[src/rtl/if_fetch_queue.sv]
// Instruction fetch front end: issues one instruction-memory request at a time
// and buffers returned words in a 2-entry FIFO feeding decode.
module if_fetch_queue (
   input  logic        clk,
   input  logic        rst,
   input  logic [31:0] pc_i,
   input  logic        ce_i,
   output logic        stall_o,
   output logic        mem_req_o,
   output logic [31:0] mem_addr_o,
   input  logic        mem_gnt_i,
   input  logic        mem_rvalid_i,
   input  logic [31:0] mem_rdata_i,
   input  logic        flush_i,
   output logic        id_valid_o,
   input  logic        id_ready_i,
   output logic [31:0] id_pc_o,
   output logic [31:0] id_inst_o
);

   localparam int unsigned XLEN  = 32;
   localparam int unsigned DEPTH = 2;
   localparam int unsigned CNTW  = 2;

   typedef enum logic [1:0] {
      IDLE    = 2'd0,
      BUSY    = 2'd1,
      DISCARD = 2'd2
   } state_e;

   state_e            state_q;
   logic [XLEN-1:0]   pending_pc_q;
   logic [XLEN-1:0]   pc_q   [DEPTH];
   logic [XLEN-1:0]   inst_q [DEPTH];
   logic              head_q;
   logic [CNTW-1:0]   count_q;
   logic [CNTW-1:0]   count_d;

   logic              grant;
   logic              push;
   logic              pop;
   logic              tail;

   // A request may only leave when nothing is outstanding and a slot is free.
   assign mem_req_o  = !rst && ce_i && !flush_i && (state_q == IDLE)
                       && (count_q < CNTW'(DEPTH));
   assign mem_addr_o = pc_i;
   assign grant      = mem_req_o && mem_gnt_i;
   assign stall_o    = ce_i && !grant;

   assign id_valid_o = !rst && (count_q != '0);
   assign id_pc_o    = id_valid_o ? pc_q[head_q]   : '0;
   assign id_inst_o  = id_valid_o ? inst_q[head_q] : '0;

   assign pop  = id_valid_o && id_ready_i;
   assign push = (state_q == BUSY) && mem_rvalid_i && !flush_i;
   // Slot behind the last valid entry; with count=2 this is the head being popped.
   assign tail = head_q ^ count_q[0];

   always_comb begin
      count_d = count_q;
      unique case ({push, pop})
         2'b10:   count_d = count_q + CNTW'(1);
         2'b01:   count_d = count_q - CNTW'(1);
         default: count_d = count_q;
      endcase
   end

   always_ff @(posedge clk) begin
      if (rst) begin
         state_q      <= IDLE;
         pending_pc_q <= '0;
         head_q       <= 1'b0;
         count_q      <= '0;
      end else begin
         if (push) begin
            pc_q[tail]   <= pending_pc_q;
            inst_q[tail] <= mem_rdata_i;
         end

         if (flush_i) begin
            head_q  <= 1'b0;
            count_q <= '0;
         end else begin
            if (pop) head_q <= ~head_q;
            count_q <= count_d;
         end

         unique case (state_q)
            IDLE: begin
               if (grant) begin
                  pending_pc_q <= pc_i;
                  state_q      <= BUSY;
               end
            end
            BUSY: begin
               if (mem_rvalid_i)  state_q <= IDLE;
               else if (flush_i)  state_q <= DISCARD;
            end
            DISCARD: begin
               if (mem_rvalid_i)  state_q <= IDLE;
            end
            default: state_q <= IDLE;
         endcase
      end
   end

endmodule

[config.mk]
export PLATFORM = sky130hd
export DESIGN_NAME = if_fetch_queue
export DESIGN_NICKNAME = d
export VERILOG_FILES = /design/src/rtl/if_fetch_queue.sv
export SDC_FILE = /design/constraint.sdc
export NUM_CORES = 1
export LEC_CHECK = 0
export ABC_AREA = 1
export BUFFER_PORTS_ARGS = -buffer_cell sky130_fd_sc_hd__buf_2
export CORE_ASPECT_RATIO = 0.5
export CORE_MARGIN = 3
export CORE_UTILIZATION = 45
export CTS_BUF_LIST = sky130_fd_sc_hd__clkbuf_4 sky130_fd_sc_hd__clkbuf_8 sky130_fd_sc_hd__clkbuf_16
export DETAILED_ROUTE_END_ITERATION = 7
export PLACE_DENSITY = 0.69
export SKIP_LAST_GASP = 1
export SYNTH_ARGS = -nofsm -noshare
export SYNTH_HDL_FRONTEND = slang
export SYNTH_SLANG_ARGS = --single-unit
[constraint.sdc]
create_clock -name clk -period 4.5 [get_ports clk]
set_input_delay 0.45 -clock clk [delete_from_list [all_inputs] [get_ports clk]]
set_output_delay 0.45 -clock clk [all_outputs]
set_load 0.02 [all_outputs]
After elaboration in Yosys (flattened, before gate mapping)
Memory sizes are Yosys's and may differ from the RTL's. A register that Yosys moved wholly into a read port is not among the register bits.
Index checks and enable logic that the tools add are counted.
- logic and storage cells: 52
- memories: 2
- register bits: 37
- RAM bits: 128
- input port bits: 71
- bitwise logic cells: 2
- magnitude comparators: 1
- reduce and logical (&&, ||, !) cells: 19
- eq/ne operators: 7
- mux-type cells: 15
- add/subtract/negate cells: 2
- memory list (memory ; words ; width ; rd ports ; clocked after memory_dff ; write ports ; RTL line ; RTL):
    inst_q ; 2 ; 32 ; 1 ; 1 ; 1 ; 34 ; logic [XLEN-1:0] inst_q [DEPTH];
    pc_q ; 2 ; 32 ; 1 ; 1 ; 1 ; 33 ; logic [XLEN-1:0] pc_q [DEPTH];
- operators with widths (operator ; number):
    32-bit 2-to-1 mux ; 2
    1-bit logical AND ; 10
    2-bit 2-to-1 mux ; 4
    1-bit 2-to-1 mux ; 7
    2-bit case mux with 3 select lines ; 1
    2-bit by 1-bit equality test with 1-bit output, second input constant ; 2
    2-bit equality test, second input constant ; 2
    2-bit inequality test, second input constant ; 2
    2-bit case mux with 2 select lines ; 1
    2-bit nonzero test ; 2
    1-bit zero test ; 3
    3-bit inequality test, second input constant ; 1
    3-bit AND reduction ; 1
    2-bit by 1-bit adder with 2-bit output, second input constant ; 1
    2-bit zero test ; 1
    2-bit less-than comparator, second input constant ; 1
    2-bit AND reduction ; 1
    2-bit OR reduction ; 1
    2-bit by 1-bit subtractor with 2-bit output, second input constant ; 1
    1-bit NOT ; 1
    1-bit XOR ; 1

Depth between registers and ports, before layout
- depth in word-level cells: 8
- mapped depth: 10
- gate-level depth less buffers: 10

Worst setup path after synthesis
No wires, ideal clock.
- path type: input-to-reg
- start point: in flush_i
- end point: mem inst_q[0][0], enable pin
- arrival time: 3.370 ns
- slack: 0.643 ns
- stages: 3
- cells stage by stage: nor2_4 -> nand3_1 -> nor2_1
- word-level cells in the longest chain between the ends: 5
- RTL lines (what ; RTL line ; RTL):
    start: declaration ; 14 ; input logic flush_i,
    1-bit zero test ; 56 ; assign push = (state_q == BUSY) && mem_rvalid_i && !flush_i;
    1-bit logical AND ; 56 ;
    1-bit 2-to-1 mux ; 76 ; if (push) begin
    1-bit 2-to-1 mux ; 70 ; if (rst) begin
    1-bit 2-to-1 mux (not written as such) ; 78 ; inst_q[tail] <= mem_rdata_i;
    end: declaration ; 34 ;
Every way passes these cells.

Worst setup path after layout
- start point: reg count_q[0]
- end point: out id_inst_o[22]
- word-level cells in the longest chain between the ends: 3
- RTL lines (what ; RTL line ; RTL):
    start: declaration ; 36 ; logic [CNTW-1:0] count_q;
    start signal: assignment ; 86 ; count_q <= count_d;
    2-bit nonzero test ; 51 ; assign id_valid_o = !rst && (count_q != '0);
    1-bit logical AND ; 51 ;
    32-bit 2-to-1 mux ; 53 ; assign id_inst_o = id_valid_o ? inst_q[head_q] : '0;
    end: declaration ; 18 ; output logic [31:0] id_inst_o
Every way passes these cells.

==> impl_results.md <==
- Later-pin clock latency in the skew report: 400 ps
- Top cells by area, synth: edfxtp_1 (54%), dfxtp_1 (11%), mux2_2 (10%)
- Combined area of the multi-input logic cells: 1710 sq um
- Portion of the post-synthesis area used by sequential elements: between 60 and 70%
- Most used flip-flop cell after synthesis: edfxtp_1
- Internal power: 2.53 mW
- Number of pins exceeding their max-slew limit in the final report: 0
- Worst-margin pin slew: 1130 ps
- Number of buffers added for setup after CTS: 0
- Number of antenna violations at the first check in global routing: 1
- Clock tree from TritonCTS: done
- Core Box Area: 14900 sq um
- Die extent in x: 184 um
- Placed cell count: 940
- Residual overflow from global routing: 0
- Core utilization of the finished layout: between 50% and 60%
- Total inserted antenna cells: 0
- Sequential cell fraction of total power: 51.4%
- Yosys synthesis warning count: 0
- Via count of the routed design: 4482
- Post-DR wirelength/cell: ~14 um
- Number of global-route vias before repair: 4512
- Number of storage elements in the synthesis netlist: 166
- Post-Syn Area per Cell: 11.3 sq um
- Startpoint types: flip-flop
- Fill count: 1302
- Number of gates resized after CTS: 0
- Largest net degree at the start of global routing: 65
- Power density normalized to cell area: between 300 and 400 nW/um^2
- Initial Utilization: between 40 and 50%
- Clock share of power: between 40% and 50%
- H-tree depth: 4
- Number of enable flip-flop cells after synthesis: 128
- Max-cap violations: 0
- Critical path capture point type: primary output
- Cell count after synthesis: 628
- CTS clock-pin slew for the worst setup and hold paths: 70 ps
- Max incr delay on CP: around 670 ps
- Hold Path Class: input port to flip-flop
- Synth top cells by count: edfxtp_1 (128), inv_1 (108), nand2_1 (105), nor2_1 (74), mux2_2 (64)
- Family of cells with the greatest summed delay on the critical path: simple AND/OR/NAND/NOR gates
- Initial DRT Pass Iterations: 4
- Proportion of netlist area held by the largest area contributor: 54.2%
- Global router's overall resource usage: 15.7%
- Worst vdd rail ir drop: slightly below 300 uV
- Post-detail-place hpwl: 8660 um
- Normalized max-slew margin: 24.8%
- Critical path cell sequence: nor2_1, nor2_4, buf_4, nand2_1, inv_1, buf_2
- Number of buffers added on ports: 169
- Number of nets in the final layout: about 830
- Data arrival, critical path: around 2500 ps
- Placer's final routability congestion estimate: 0.755
- Row Count: 31
- Achievable Freq: between 300 and 400 MHz
- Setup repair after global routing missed its margin: false
- Drt drc: 0
- Buffer cell driving the clock tree root: clkbuf_16
- Worst-path cell with the longest stage delay: nor2_4
- Final antenna-violating net count: 0
- Netlist cell types: 22
- Number of buffers between clock root and the deepest sink: 2
- Total wirelength of the detailed-routed design: between 10000 and 15000 um
- Dominant cell type by area after synthesis: edfxtp_1
- Leakage power total: 3.99 nW
- Async set-or-reset flop fraction in the synthesized netlist: 0%
- Die span in y: 94.8 um
- Sequential cell area: 4610 sq um
- Number of clock buffers inserted by TritonCTS: 17
- Area overhead of the layout relative to synthesis: 19.0%
- Final non-filler cell total: 972
- Final critical path time including I/O delays and setup: 2900 ps
- Die Area: 17400 sq um
- Number of top-level pins: 170
- Via-to-Cell Ratio: 4.61
- Maximum fanout encountered on the critical timing path: 35
- Count of buffering cells on the critical path with inverters included: 3
- Number of clock sinks seen by CTS: about 170
- Switching portion of total power: 21.6%
- Outcome: finished, final reports clean
- Cell Area, Synth: 7100 sq um
- Worst clock skew: 11.4 ps
- Start-to-end type of the worst setup path: flip-flop to primary output
- Final hold viol count: 0
- Share of post-route cells with drive strength above 1: 35.9%
- First-pass GRT wire length: ~21000 um
- Final TNS setup: 0 ps
- Fin crit share: between 60% and 70%
- Dominant cell by count in the synthesized netlist: edfxtp_1
- Switching Power: 0.698 mW
- Required time at the endpoint of the critical path: 4050 ps
- Net count after synthesis: 700
- Hold-fix buffers, CTS: 0
- Number of DRC violations after detailed-routing iteration 0: 172
- Total of endpoints with negative setup slack in the final report: 0
- Combinational group share of total power: 4.0%
## per-stage QoR
step	setup WS [ps]	hold slack [ps]	total power [mW]	area [sq um]
2_1_floorplan	643	426	1.78	7100
3_3_place_gp	1950	431	1.82	7850
3_5_place_dp	1890	444	1.83	7850
4_1_cts	1550	215	3.26	8450
5_1_grt	1380	211	3.35	8450
6_report	1600	232	3.23	8450
## path summary, 6_finish.rpt
kind	end	depth (start not counted)	slack [ps]	start
setup / recovery	id_inst_o[22]	6	1600	count_q[0]
hold / removal	inst_q[1][28]	1	230	mem_rdata_i[28]
setup reg to reg	inst_q[1][13]	6	2220	state_q[1]
hold reg to reg	pc_q[0][19]	0	460	pending_pc_q[19]
## registers in the layout, summed over array words and instances, names as in the netlist, named ones only
signal	flops
pending_pc_q	32
pc_q	64
count_q	2
head_q	1
inst_q	64
state_q	2
## worst reg2reg max path, delay by kind of cell (launching register included)
family | cells | cell delay [ps]
and+or+nand+nor | 3 | 760
buffers and inverters | 3 | 820
DFF | 1 | 310
## placed cells by master (no fill, tap or decap)
cell / count
a21oi_1: 5
buf_2: 169
buf_4: 4
bufinv_16: 2
clkbuf_16: 17
clkinv_2: 1
clkinv_4: 4
clkinv_8: 1
clkinvlp_4: 4
dfxtp_1: 37
dfxtp_4: 1
edfxtp_1: 128
ha_1: 1
inv_1: 108
inv_2: 1
inv_6: 3
mux2_2: 64
nand2_1: 105
nand2_2: 1
nand3_1: 35
nand4_1: 1
nor2_1: 71
nor2_4: 5
nor3_1: 3
nor3_4: 1
o21ai_0: 1
xnor2_1: 1
## final cells by class
type                            instances  area share [%]
Sequential cell                       166            54.6
Multi-Input combinational cell        294            20.2
Timing Repair Buffer                  173            10.4
Clock buffer                           17            5.04
Inverter                              109            4.84
Tap cell                              198            2.93
Clock inverter                         15            2.04
## power by group through the flow
stage | combinational [mW] | sequential (mW) | clock [mW]
floorplan | 0.0902 | 1.69 | 0
global route | 0.145 | 1.66 | 1.54
CTS | 0.133 | 1.66 | 1.47
global placement | 0.130 | 1.69 | 0
finish | 0.131 | 1.66 | 1.44
detailed placement | 0.132 | 1.70 | 0
## layer usage
metal,track usage (%),part of all wire (%),up-vias
met5,0,0.052,-
met3,3.08,3.7,8
met4,4.75,0.62,2
li1,-,-,2258
met1,18.5,43,2122
met2,29.5,53,92
## logic make-up (layout without fill, tap and decap cells)
kind of cell / after synthesis / after routing / synth area share, %
AND/OR/NAND/NOR: 222 / 222 / 12.9
buffers and inverters: 168 / 314 / 11.4
flip-flops: 166 / 166 / 64.9
multiplexers: 64 / 64 / 10.2
AO/OA/AOI/OAI: 6 / 6 / 0.423
adder cells (fa/ha/maj): 1 / 1 / 0.176
XOR/XNOR: 1 / 1 / 0.123
(Power assumes the default switching activity.)
